<file path="src/rtl/pipe_ctrl_pkg.sv">
// pipe_ctrl_pkg: shared scalar aliases, constants and pipeline-control types.
// Rev 1.0
`default_nettype none

package pipe_ctrl_pkg;

   typedef logic        u1;
   typedef logic [63:0] u64;

   localparam u1 ON  = 1'b1;
   localparam u1 OFF = 1'b0;

   localparam int unsigned CNT_W_DEF = 32;
   typedef logic [CNT_W_DEF-1:0] cnt_t;

   typedef enum logic [0:0] {
      CTRL_IDLE = 1'b0,
      CTRL_DROP = 1'b1
   } ctrl_state_t;

   typedef struct packed {
      logic stall;
      logic flush;
   } stage_ctrl_t;

endpackage

`default_nettype wire

</file>
<file path="src/rtl/pipe_ctrl_perf_cnt.sv">
// perf_cnt: enable-gated free-running counter that wraps at 2^W.
// Rev 1.0
`default_nettype none

module perf_cnt #(
   parameter int W = 32
) (
   input  logic         clk,
   input  logic         resetn,
   input  logic         en_i,
   output logic [W-1:0] cnt_o
);

   localparam logic [W-1:0] C_ONE = W'(1);

   logic [W-1:0] cnt_q;

   always_ff @(posedge clk or negedge resetn) begin
      if (!resetn) begin
         cnt_q <= '0;
      end else if (en_i) begin
         cnt_q <= cnt_q + C_ONE;
      end
   end

   assign cnt_o = cnt_q;

endmodule

`default_nettype wire

</file>
<file path="src/rtl/pipe_ctrl.sv">
// pipe_ctrl: prioritised stall/flush/redirect controller for the five-stage pipeline.
// Rev 1.0
`default_nettype none

module pipe_ctrl
   import pipe_ctrl_pkg::*;
#(
   parameter int CNT_W = 32
) (
   input  logic             clk,
   input  logic             resetn,
   input  logic             load_stall,
   input  logic             i_busy,
   input  logic             i_data_ok,
   input  logic             d_wait,
   input  logic             mdu_busy,
   input  logic             redirect_valid,
   input  logic [63:0]      redirect_target,
   output logic             stallF,
   output logic             stallD,
   output logic             stallE,
   output logic             stallM,
   output logic             flushD,
   output logic             flushE,
   output logic             flushM,
   output logic             flushW,
   output logic             pc_redirect,
   output logic [63:0]      pc_target,
   output logic             fetch_discard,
   output logic [CNT_W-1:0] cnt_load_stall,
   output logic [CNT_W-1:0] cnt_redirect
);

   ctrl_state_t state_q, state_d;
   u64          tgt_q, tgt_d;

   u1           stall_f;
   u1           flush_w;
   stage_ctrl_t ctrl_id, ctrl_ex, ctrl_mem;
   u1           inc_ls, inc_rd;

   always_ff @(posedge clk or negedge resetn) begin
      if (!resetn) begin
         state_q <= CTRL_IDLE;
         tgt_q   <= '0;
      end else begin
         state_q <= state_d;
         tgt_q   <= tgt_d;
      end
   end

   always_comb begin
      state_d       = state_q;
      tgt_d         = tgt_q;
      stall_f       = OFF;
      flush_w       = OFF;
      ctrl_id       = '0;
      ctrl_ex       = '0;
      ctrl_mem      = '0;
      pc_redirect   = OFF;
      pc_target     = '0;
      fetch_discard = OFF;
      inc_ls        = OFF;
      inc_rd        = OFF;

      case (state_q)
         CTRL_IDLE: begin
            if (d_wait) begin
               stall_f        = ON;
               ctrl_id.stall  = ON;
               ctrl_ex.stall  = ON;
               ctrl_mem.stall = ON;
               flush_w        = ON;
            end else if (mdu_busy) begin
               stall_f        = ON;
               ctrl_id.stall  = ON;
               ctrl_ex.stall  = ON;
               ctrl_mem.flush = ON;
            end else if (redirect_valid) begin
               ctrl_id.flush = ON;
               ctrl_ex.flush = ON;
               inc_rd        = ON;
               if (!i_busy || i_data_ok) begin
                  pc_redirect   = ON;
                  pc_target     = redirect_target;
                  fetch_discard = i_busy;
               end else begin
                  // Fetch still in flight: park the target until its response is dropped.
                  tgt_d   = redirect_target;
                  state_d = CTRL_DROP;
                  stall_f = ON;
               end
            end else if (load_stall) begin
               stall_f       = ON;
               ctrl_id.stall = ON;
               ctrl_ex.flush = ON;
               inc_ls        = ON;
            end else if (i_busy && !i_data_ok) begin
               stall_f       = ON;
               ctrl_id.flush = ON;
            end
         end

         CTRL_DROP: begin
            stall_f = ON;
            if (d_wait) begin
               ctrl_id.stall  = ON;
               ctrl_ex.stall  = ON;
               ctrl_mem.stall = ON;
               flush_w        = ON;
            end else if (mdu_busy) begin
               ctrl_id.stall  = ON;
               ctrl_ex.stall  = ON;
               ctrl_mem.flush = ON;
            end
            ctrl_id.flush = ON;
            if (i_data_ok) begin
               fetch_discard = ON;
               pc_redirect   = ON;
               pc_target     = tgt_q;
               state_d       = CTRL_IDLE;
            end
         end

         default: state_d = CTRL_IDLE;
      endcase

      ctrl_id.flush  = ctrl_id.flush  & ~ctrl_id.stall;
      ctrl_ex.flush  = ctrl_ex.flush  & ~ctrl_ex.stall;
      ctrl_mem.flush = ctrl_mem.flush & ~ctrl_mem.stall;
   end

   assign stallF = stall_f;
   assign stallD = ctrl_id.stall;
   assign stallE = ctrl_ex.stall;
   assign stallM = ctrl_mem.stall;
   assign flushD = ctrl_id.flush;
   assign flushE = ctrl_ex.flush;
   assign flushM = ctrl_mem.flush;
   assign flushW = flush_w;

   perf_cnt #(.W(CNT_W)) u_cnt_load_stall (
      .clk    (clk),
      .resetn (resetn),
      .en_i   (inc_ls),
      .cnt_o  (cnt_load_stall)
   );

   perf_cnt #(.W(CNT_W)) u_cnt_redirect (
      .clk    (clk),
      .resetn (resetn),
      .en_i   (inc_rd),
      .cnt_o  (cnt_redirect)
   );

endmodule

`default_nettype wire

</file>
<file path="config.mk">
export PLATFORM = sky130hd
export DESIGN_NAME = pipe_ctrl
export DESIGN_NICKNAME = d
export VERILOG_FILES = /design/src/rtl/pipe_ctrl_pkg.sv /design/src/rtl/pipe_ctrl_perf_cnt.sv /design/src/rtl/pipe_ctrl.sv
export SDC_FILE = /design/constraint.sdc
export NUM_CORES = 1
export LEC_CHECK = 0
export CAP_MARGIN = 20
export CORE_MARGIN = 4
export CORE_UTILIZATION = 60
export CTS_CLUSTER_SIZE = 16
export DETAILED_ROUTE_END_ITERATION = 8
export DONT_BUFFER_PORTS = 1
export GPL_ROUTABILITY_DRIVEN = 0
export PLACE_DENSITY = 0.77
export SLEW_MARGIN = 0
export SYNTH_ARGS = -nofsm -noshare
export SYNTH_HDL_FRONTEND = slang
export SYNTH_SLANG_ARGS = --single-unit
</file>
<file path="constraint.sdc">
create_clock -name clk -period 3 [get_ports clk]
set_input_delay 0.45 -clock clk [delete_from_list [all_inputs] [get_ports clk]]
set_output_delay 0.45 -clock clk [all_outputs]
set_load 0.01 [all_outputs]
</file>
==> results of run 1 <==
-- flip-flops by register name, summed over array words and instances (netlist names) --
name                    count
state_q                     1
u_cnt_load_stall.cnt_o     32
tgt_q                      64
u_cnt_redirect.cnt_o       32
-- repair_timing --
item | in CTS | in global routing
gates resized for setup | 0 | 1
hold endpoints to repair | 129 | 129
endpoints found under the setup margin | 0 | 8
-- metrics by stage --
step	utilization	hold slack [ns]	std cells
floorplan	-	0.154	505
global placement	0.629	0.157	609
detailed placement	0.629	0.157	609
CTS	0.685	-0.397	641
global route	0.685	-0.401	641
finish	0.685	-0.371	641
-- routing by layer --
layer / wire length, um / up-vias / part of all wire / global-route usage
met5: 0 / - / 0 / 0
met4: 231 / 0 / 0.017 / 0.0866
met3: 1280 / 20 / 0.095 / 0.0900
met2: 6700 / 156 / 0.50 / 0.362
met1: 5280 / 2033 / 0.39 / 0.284
li1: - / 1831 / - / -
-- synthesized netlist by cell type (8+ instances only) --
| library cell | n | area share |
|---|---|---|
| nand4_1 | 35 | 0.036 |
| dfrtp_1 | 129 | 0.53 |
| mux2_2 | 65 | 0.12 |
| xnor2_1 | 56 | 0.080 |
| and3_1 | 8 | 0.0082 |
| a22o_1 | 64 | 0.092 |
| nor3_1 | 9 | 0.0074 |
| buf_2 | 13 | 0.011 |
| nor2_1 | 12 | 0.0074 |
| clkbuf_1 | 13 | 0.0080 |
| nand2_1 | 26 | 0.016 |
| nand3_1 | 21 | 0.017 |
-- worst paths after layout --
check                      startpoint                  endpoint  slack (ns)  cells after the start
min in group clk            i_data_ok                   state_q        0.03                      1
setup reg to reg              state_q  u_cnt_redirect.cnt_o[24]        0.60                      4
max in group asynchronous      resetn                 tgt_q[10]        3.22                      0
setup / recovery              state_q             pc_target[32]        0.24                      4
hold / removal                 resetn  u_cnt_redirect.cnt_o[19]       -0.37                      0
hold reg to reg             tgt_q[50]                 tgt_q[50]        0.50                      1
-- area by class of cell --
cell class,count,share of cell area
clock buffer,22,0.0655
clock inverter,10,0.0165
inverter,6,0.00333
multi-input combinational,337,0.403
sequential,129,0.477
tap,133,0.0246
timing repair buffer,4,0.00999
-- cell usage in the layout, fill, tap and decap left out, drive strengths merged --
cell,Yosys,routed
xor2,6,6
buf,20,4
and2,5,5
ha,2,2
clkinv,0,5
dfrtp,129,129
inv,6,6
a21oi,1,1
and3,8,8
xnor2,56,56
nor2b,4,4
bufinv,0,2
or3,2,2
and4,4,4
nand4b,3,3
a22o,64,64
or2,2,2
mux2,65,65
o21ai,1,1
a21o,1,1
clkbuf,13,22
or4b,1,1
nor4,9,9
nand3,21,21
nand4,35,35
nor3,9,9
nor2,12,12
clkinvlp,0,3
nand2,26,26
-- logic make-up after synthesis --
kind of cell    after synthesis
compound gates               67
mux                          65
simple gates                141
buf+inv                      39
xor+xnor                     62
flops                       129
fa+ha+maj                     2
-- power by group --
group	leakage (nW)	switching (W)	internal, W
combinational	0.953	0.000172	0.000241
sequential	1.68	0.000227	0.00201
clock	0.265	0.000718	0.00120
total	2.90	0.00112	0.00344
==> flow_summary.json, run 1 <==
{
  "status": "complete, but fails checks",
  "violations": "hold timing",
  "routedWlPerCell_um": 21.1,
  "cts_tree": "yes",
  "holdCritPathClass": "input pin to async pin",
  "synth_xor_area_frac": 0.0886,
  "grt-ovfl-total": 0,
  "timing.setup.tns_ns": 0,
  "synth-main-ff-cell": "dfrtp_1",
  "drc": 0,
  "clock.fmax_ghz": 0.363,
  "crit_chain": "or4b_4 -> nor2_4 -> buf_12 -> a22o_1",
  "hold-worst-slack_ns": -0.371,
  "crit_family": "simple AND/OR/NAND/NOR gates",
  "pre_cts_ws_ns": 0.558,
  "drt-initial-drc-count": 201,
  "insertion_delay_ns": 0.51,
  "grt_pass1_vias": 4165,
  "synth_area_per_cell_um2": 12.1,
  "multi_input_area_um2": 2720,
  "synth_fp_nets": 579,
  "chipWidth_um": 109,
  "synth_top_family_by_area": "simple AND/OR/NAND/NOR gates",
  "max-vdd-ir-drop_uv": 325,
  "fin_ws_ns": 0.243,
  "drv_cap": 0,
  "period_share": 0.919,
  "maxSlewViolCount": 0,
  "clock_tree.buffer_depth": 2,
  "max_stage_delay_ns": 0.63,
  "rows": 36,
  "dieArea_um2": 11900,
  "ys_seq_area_frac": 0.527,
  "async_flop_share": 1.00,
  "numCtsBuffers": 17,
  "wl_um": 13500,
  "power.density_nw_per_um2": 675,
  "period_needed_ns": 2.76,
  "io_buffers": 0,
  "rsz0062_at_grt": "no",
  "register_area_um2": 3230,
  "synth-simple-area-share": 0.136,
  "synth_fa_ha_area_frac": 0.00408,
  "root_buffer": "clkbuf_8",
  "cts.clk_slew.worst_paths_ns": 0.06,
  "relSlewSlack": 0.436,
  "crit_path_start_kind": "flop",
  "slowest_stage": "or4b_4",
  "yosysWarnings": 0,
  "crit_buf_inv": 1,
  "worstPathArrival_ns": 2.31,
  "initial_core_util": 0.621,
  "vias": 4040,
  "power_w": 0.00456,
  "ioPinCount": 210,
  "syn_inst": 505,
  "fin_area_um2": 6760,
  "postCtsSetupRepairBufs": 0,
  "nets": 569,
  "netlist_area_um2": 6130,
  "die_h_um": 109,
  "tightest_slew_ns": 0.839,
  "post-dp-hpwl_um": 9040,
  "setup_viol": 0,
  "ys_types": 33,
  "grt_util_all_layers": 0.229,
  "grt_max_degree": 130,
  "finalClockSkew_ns": 0.0112,
  "hold_viol": 129,
  "dr.pass1.iters": 5,
  "htree_levels": 4,
  "synthMuxAreaShare": 0.119,
  "syn2layout_area_growth_pct": 10.4,
  "worstPathRequired_ns": 2.55,
  "critPathCaptureType": "primary output",
  "crit_fanout": 65,
  "post_dp_cell_area_um2": 6200,
  "drive_gt1_frac": 0.215,
  "yosys_register_bits": 129,
  "criticalPathCategory": "flop to primary output",
  "p_leak_nw": 2.90,
  "nFillCells": 725,
  "synth_compound_area_frac": 0.0944,
  "ant_nets": 0,
  "synth_edf_count": 0,
  "num_antenna_cells": 0,
  "grt_first_pass_wirelength_um": 21300,
  "clock_sinks": 129,
  "avgViaCountPerCell": 6.30,
  "core_um2": 9860,
  "antenna_found_initial": 0
}
Note: power is estimated with default switching activity, not from simulation.
==> inputs of run 2 (changes only) <==
--- a/config.mk
+++ b/config.mk
@@ -7,12 +7,12 @@
 export LEC_CHECK = 0
 export CAP_MARGIN = 20
 export CORE_MARGIN = 4
-export CORE_UTILIZATION = 60
+export CORE_UTILIZATION = 35
 export CTS_CLUSTER_SIZE = 16
 export DETAILED_ROUTE_END_ITERATION = 8
 export DONT_BUFFER_PORTS = 1
 export GPL_ROUTABILITY_DRIVEN = 0
-export PLACE_DENSITY = 0.77
+export PLACE_DENSITY = 0.5
 export SLEW_MARGIN = 0
 export SYNTH_ARGS = -nofsm -noshare
 export SYNTH_HDL_FRONTEND = slang
==> constraint.sdc (replaced) <==
create_clock -name clk -period 3.52 [get_ports clk]
set_input_delay 0.528 -clock clk [delete_from_list [all_inputs] [get_ports clk]]
set_output_delay 0.528 -clock clk [all_outputs]
set_load 0.01 [all_outputs]
==> run 2 against run 1 <==
Compared with the run above: the run now ends clean; clock skew is 0.00051 ns lower; clock-buffer cell count shrank 2; total power is 13% lower; final cell count is 15% higher; critical path depth stayed put; routed wire length up 6.0%; clock power fell by 13%; core utilization shrank 29 points; hold slack better by 0.47 ns; final area increased by 2.0%; non-clock buffer count grew 1; largest cell class unchanged.
==> flow_summary.json, run 2 (same netlist as run 1, synthesis figures left out) <==
{
  "rsz0062_at_grt": "no",
  "worstPathArrival_ns": 2.65,
  "startpoint": "state_q",
  "cts_hold_buf": 1,
  "grt_first_pass_wirelength_um": 22900,
  "period_share": 0.902,
  "ioPinCount": 210,
  "dr.pass1.iters": 4,
  "htree_levels": 4,
  "multi_input_area_um2": 2720,
  "status": "finished clean",
  "maxSlewViolCount": 0,
  "period_needed_ns": 3.17,
  "setup_viol": 0,
  "met1Wirelength_um": 6080,
  "timing.setup.tns_ns": 0,
  "clock_sinks": 129,
  "register_area_um2": 3230,
  "io_buffers": 0,
  "die_h_um": 140,
  "numCtsBuffers": 17,
  "mostFrequentLayoutCell": "dfrtp_1",
  "rows": 48,
  "holdCritPathClass": "input pin to async pin",
  "crit_path_start_kind": "flop",
  "grt_max_degree": 130,
  "avgViaCountPerCell": 5.49,
  "pre_cts_ws_ns": 0.709,
  "critPathCaptureType": "primary output",
  "postCtsSetupRepairBufs": 0,
  "chipWidth_um": 140,
  "tightest_slew_ns": 0.850,
  "insertion_delay_ns": 0.41,
  "drt-initial-drc-count": 193,
  "worstPathRequired_ns": 2.99,
  "drv_cap": 0,
  "cts_resized": 0,
  "cts.clk_slew.worst_paths_ns": 0.06,
  "p_leak_nw": 2.90,
  "dieArea_um2": 19700,
  "relSlewSlack": 0.429,
  "initial_core_util": 0.355,
  "ant_nets": 0,
  "largest_register_ffs": 64,
  "power.density_nw_per_um2": 574,
  "antenna_found_initial": 0,
  "grt_pass1_vias": 4159,
  "syn2layout_area_growth_pct": 12.6,
  "num_antenna_cells": 0,
  "met2_length_um": 6890,
  "clock.fmax_ghz": 0.315,
  "final_cell_mix": "dfrtp_1 (129), mux2_2 (65), a22o_1 (64), xnor2_1 (56), nand4_1 (35)",
  "finish.utilization": 0.400,
  "wl_um": 14300,
  "crit_fanout": 65,
  "nFillCells": 1625,
  "clock_tree.buffer_depth": 2,
  "post_dp_cell_area_um2": 6270,
  "hold_viol": 0,
  "core_um2": 17200,
  "criticalPathCategory": "flop to primary output",
  "routedWlPerCell_um": 19.5,
  "post-dp-hpwl_um": 9680,
  "top_register": "tgt_q",
  "reg2reg_from": "state_q",
  "max-vdd-ir-drop_uv": 300,
  "fin_area_um2": 6900,
  "top_layer": "met4",
  "drive_gt1_frac": 0.222,
  "fin_ws_ns": 0.346,
  "nets": 570,
  "wl_met3_um": 1020,
  "cts_tree": "yes",
  "vias": 4026,
  "grt-ovfl-total": 0,
  "grt_util_all_layers": 0.145,
  "root_buffer": "clkbuf_16",
  "finalClockSkew_ns": 0.0106,
  "drc": 0
}
## run 2: layout make-up
type | instances | share of cell area
Timing Repair Buffer | 5 | 0.0102
Multi-Input combinational cell | 337 | 0.394
Sequential cell | 129 | 0.468
Tap cell | 225 | 0.0408
Clock buffer | 20 | 0.0677
Clock inverter | 12 | 0.0160
Inverter | 6 | 0.00327
## run 2: critical path, cell delays in order (launching register included)
cell and delay [ns]:
dfrtp_1 0.45, or4b_1 0.72, nor2_4 0.15, buf_4 0.54, a22o_1 0.34
## run 2: per-stage QoR
| stage | hold WS [ns] | power (W) | std cells |
|---|---|---|---|
| global placement | 0.236 | 0.00227 | 700 |
| CTS | 0.114 | 0.00402 | 733 |
| detailed placement | 0.235 | 0.00228 | 700 |
| finish | 0.0976 | 0.00396 | 734 |
| floorplan | 0.232 | 0.00218 | 505 |
| global route | 0.135 | 0.00416 | 734 |
## run 2: per-layer routing
| layer | track usage | up-vias |
|---|---|---|
| met5 | 0 | - |
| li1 | - | 1840 |
| met2 | 0.226 | 146 |
| met4 | 0.0541 | 0 |
| met1 | 0.189 | 2023 |
| met3 | 0.0498 | 17 |
## run 2: final timing paths
| path | to | slack [ns] | cells after the start |
|---|---|---|---|
| setup / recovery | pc_target[10] | 0.35 | 4 |
| hold / removal | u_cnt_load_stall.cnt_o[7] | 0.1 | 1 |
| setup reg to reg | u_cnt_redirect.cnt_o[31] | 1.02 | 4 |
| hold reg to reg | tgt_q[52] | 0.50 | 1 |
| max in group asynchronous | tgt_q[40] | 2.96 | 1 |
| min in group clk | state_q | 0.21 | 1 |
## run 2: power breakdown
| part | internal [W] | switching [W] | leakage (nW) |
|---|---|---|---|
| logic | 0.000206 | 0.000172 | 0.955 |
| registers | 0.00171 | 0.000198 | 1.68 |
| clock network | 0.00103 | 0.000648 | 0.262 |
| total | 0.00294 | 0.00102 | 2.90 |
==> inputs of run 3 (changes only) <==
--- a/config.mk
+++ b/config.mk
@@ -12,7 +12,6 @@
 export DETAILED_ROUTE_END_ITERATION = 8
 export DONT_BUFFER_PORTS = 1
 export GPL_ROUTABILITY_DRIVEN = 0
-export PLACE_DENSITY = 0.5
 export SLEW_MARGIN = 0
 export SYNTH_ARGS = -nofsm -noshare
 export SYNTH_HDL_FRONTEND = slang
==> run 3 against run 2 <==
Compared with the run above: final cell count is 0.27% lower; core utilization increased by 0.087 points; routed wire length up 3.2%; clock skew fell by 0.0030 ns; flip-flop and latch count unchanged; first-iteration DRC count increased by 44%; critical path depth is the same; highest routed layer unchanged.
==> flow_summary.json, run 3 (same netlist as run 1, synthesis figures left out) <==
{
  "setup_viol": 0,
  "core_um2": 17200,
  "use_met3": 0.0440,
  "grt_max_degree": 130,
  "drt-initial-drc-count": 277,
  "critPathCaptureType": "primary output",
  "final_cell_mix": "dfrtp_1 (129), mux2_2 (65), a22o_1 (64), xnor2_1 (56), nand4_1 (35)",
  "numCtsBuffers": 17,
  "num_antenna_cells": 0,
  "initial_core_util": 0.355,
  "vias": 4073,
  "insertion_delay_ns": 0.40,
  "max-vdd-ir-drop_uv": 299,
  "largest_register_ffs": 64,
  "htree_levels": 4,
  "dr.pass1.iters": 6,
  "finish.utilization": 0.401,
  "avgViaCountPerCell": 5.56,
  "rows": 48,
  "crit_chain": "or4b_1 -> nor2_4 -> buf_12 -> a22o_1",
  "met1_usage": 0.193,
  "ant_nets": 0,
  "rsz0062_at_grt": "no",
  "io_buffers": 0,
  "hold_viol": 0,
  "drv_cap": 0,
  "mostFrequentLayoutCell": "dfrtp_1",
  "crit_family": "simple AND/OR/NAND/NOR gates",
  "crit_path_start_kind": "flop",
  "worstSetupPathDepth": 4,
  "holdCritPathClass": "input pin to async pin",
  "cts.clk_slew.worst_paths_ns": 0.06,
  "period_share": 0.823,
  "ioPinCount": 210,
  "status": "finished clean",
  "routedWlPerCell_um": 20.2,
  "max_stage_delay_ns": 0.74,
  "tightest_slew_ns": 0.966,
  "period_needed_ns": 2.90,
  "p_leak_nw": 2.93,
  "worstPathArrival_ns": 2.37,
  "top_register": "tgt_q",
  "antenna_found_initial": 0,
  "worstPathRequired_ns": 2.99,
  "clock_tree.buffer_depth": 2,
  "power.density_nw_per_um2": 587,
  "slowest_stage": "or4b_1",
  "clock_sinks": 129,
  "grt.busiest_layer": "met2",
  "cts_tree": "yes",
  "r2r_cells": 4,
  "crit_fanout": 65,
  "grt_use_met2": 0.244,
  "cts_resized": 0,
  "dieArea_um2": 19700,
  "clock.fmax_ghz": 0.345,
  "startpoint": "state_q",
  "relSlewSlack": 0.356,
  "criticalPathCategory": "flop to primary output",
  "syn2layout_area_growth_pct": 12.8,
  "nets": 570,
  "grt_util_all_layers": 0.151,
  "die_h_um": 140,
  "chipWidth_um": 140,
  "reg2reg_from": "state_q",
  "grt_pass1_vias": 4301,
  "grt_first_pass_wirelength_um": 24100,
  "maxSlewViolCount": 0,
  "crit_buf_inv": 1,
  "drc": 0,
  "timing.setup.tns_ns": 0,
  "postCtsSetupRepairBufs": 0,
  "post-dp-hpwl_um": 10200,
  "wl_um": 14800,
  "grt-ovfl-total": 0,
  "finalClockSkew_ns": 0.00769,
  "drive_gt1_frac": 0.213,
  "root_buffer": "clkbuf_16"
}
run 3: per-stage QoR:
stage	power [W]	setup WS [ns]	area, um2	std cells	hold WS, ns
global route	0.00425	0.517	6910	732	0.144
finish	0.00405	0.623	6910	732	0.103
CTS	0.00407	0.611	6890	731	-0.205
floorplan	0.00218	1.14	6130	505	0.232
detailed placement	0.00229	0.908	6290	701	0.236
global placement	0.00226	0.916	6290	701	0.236
run 3: report_power, final:
part	switching, W	leakage [nW]	internal (W)
Sequential	0.000195	1.68	0.00171
Clock	0.000613	0.288	0.00115
Combinational	0.000180	0.955	0.000208
run 3: worst reg2reg max path: stages (launching register included):
cell and delay (ns):
dfrtp_1 0.43, or4b_1 0.74, nor4_4 0.82, nand4_1 0.23, xnor2_1 0.17
run 3: area by class of cell:
class / count / area (um2)
Fill cell: 1621 / 10300
Inverter: 6 / 22.5
Clock inverter: 4 / 72.6
Multi-Input combinational cell: 337 / 2720
Sequential cell: 129 / 3230
Timing Repair Buffer: 5 / 70.1
Clock buffer: 26 / 519
Tap cell: 225 / 282
run 3: final timing paths:
| check | to | slack, ns |
|---|---|---|
| worst max register to register | u_cnt_redirect.cnt_o[25] | 1.01 |
| worst min register to register | tgt_q[39] | 0.50 |
| min in group clk | state_q | 0.23 |
| worst min-delay path | tgt_q[36] | 0.10 |
| max in group asynchronous | u_cnt_load_stall.cnt_o[3] | 2.94 |
| worst max-delay path | pc_target[39] | 0.62 |
run 3: layer usage:
layer / up-vias / wire (um)
li1: 1830 / -
met1: 2083 / 6190
met2: 142 / 7440
met3: 18 / 817
met4: 0 / 315
met5: - / 0
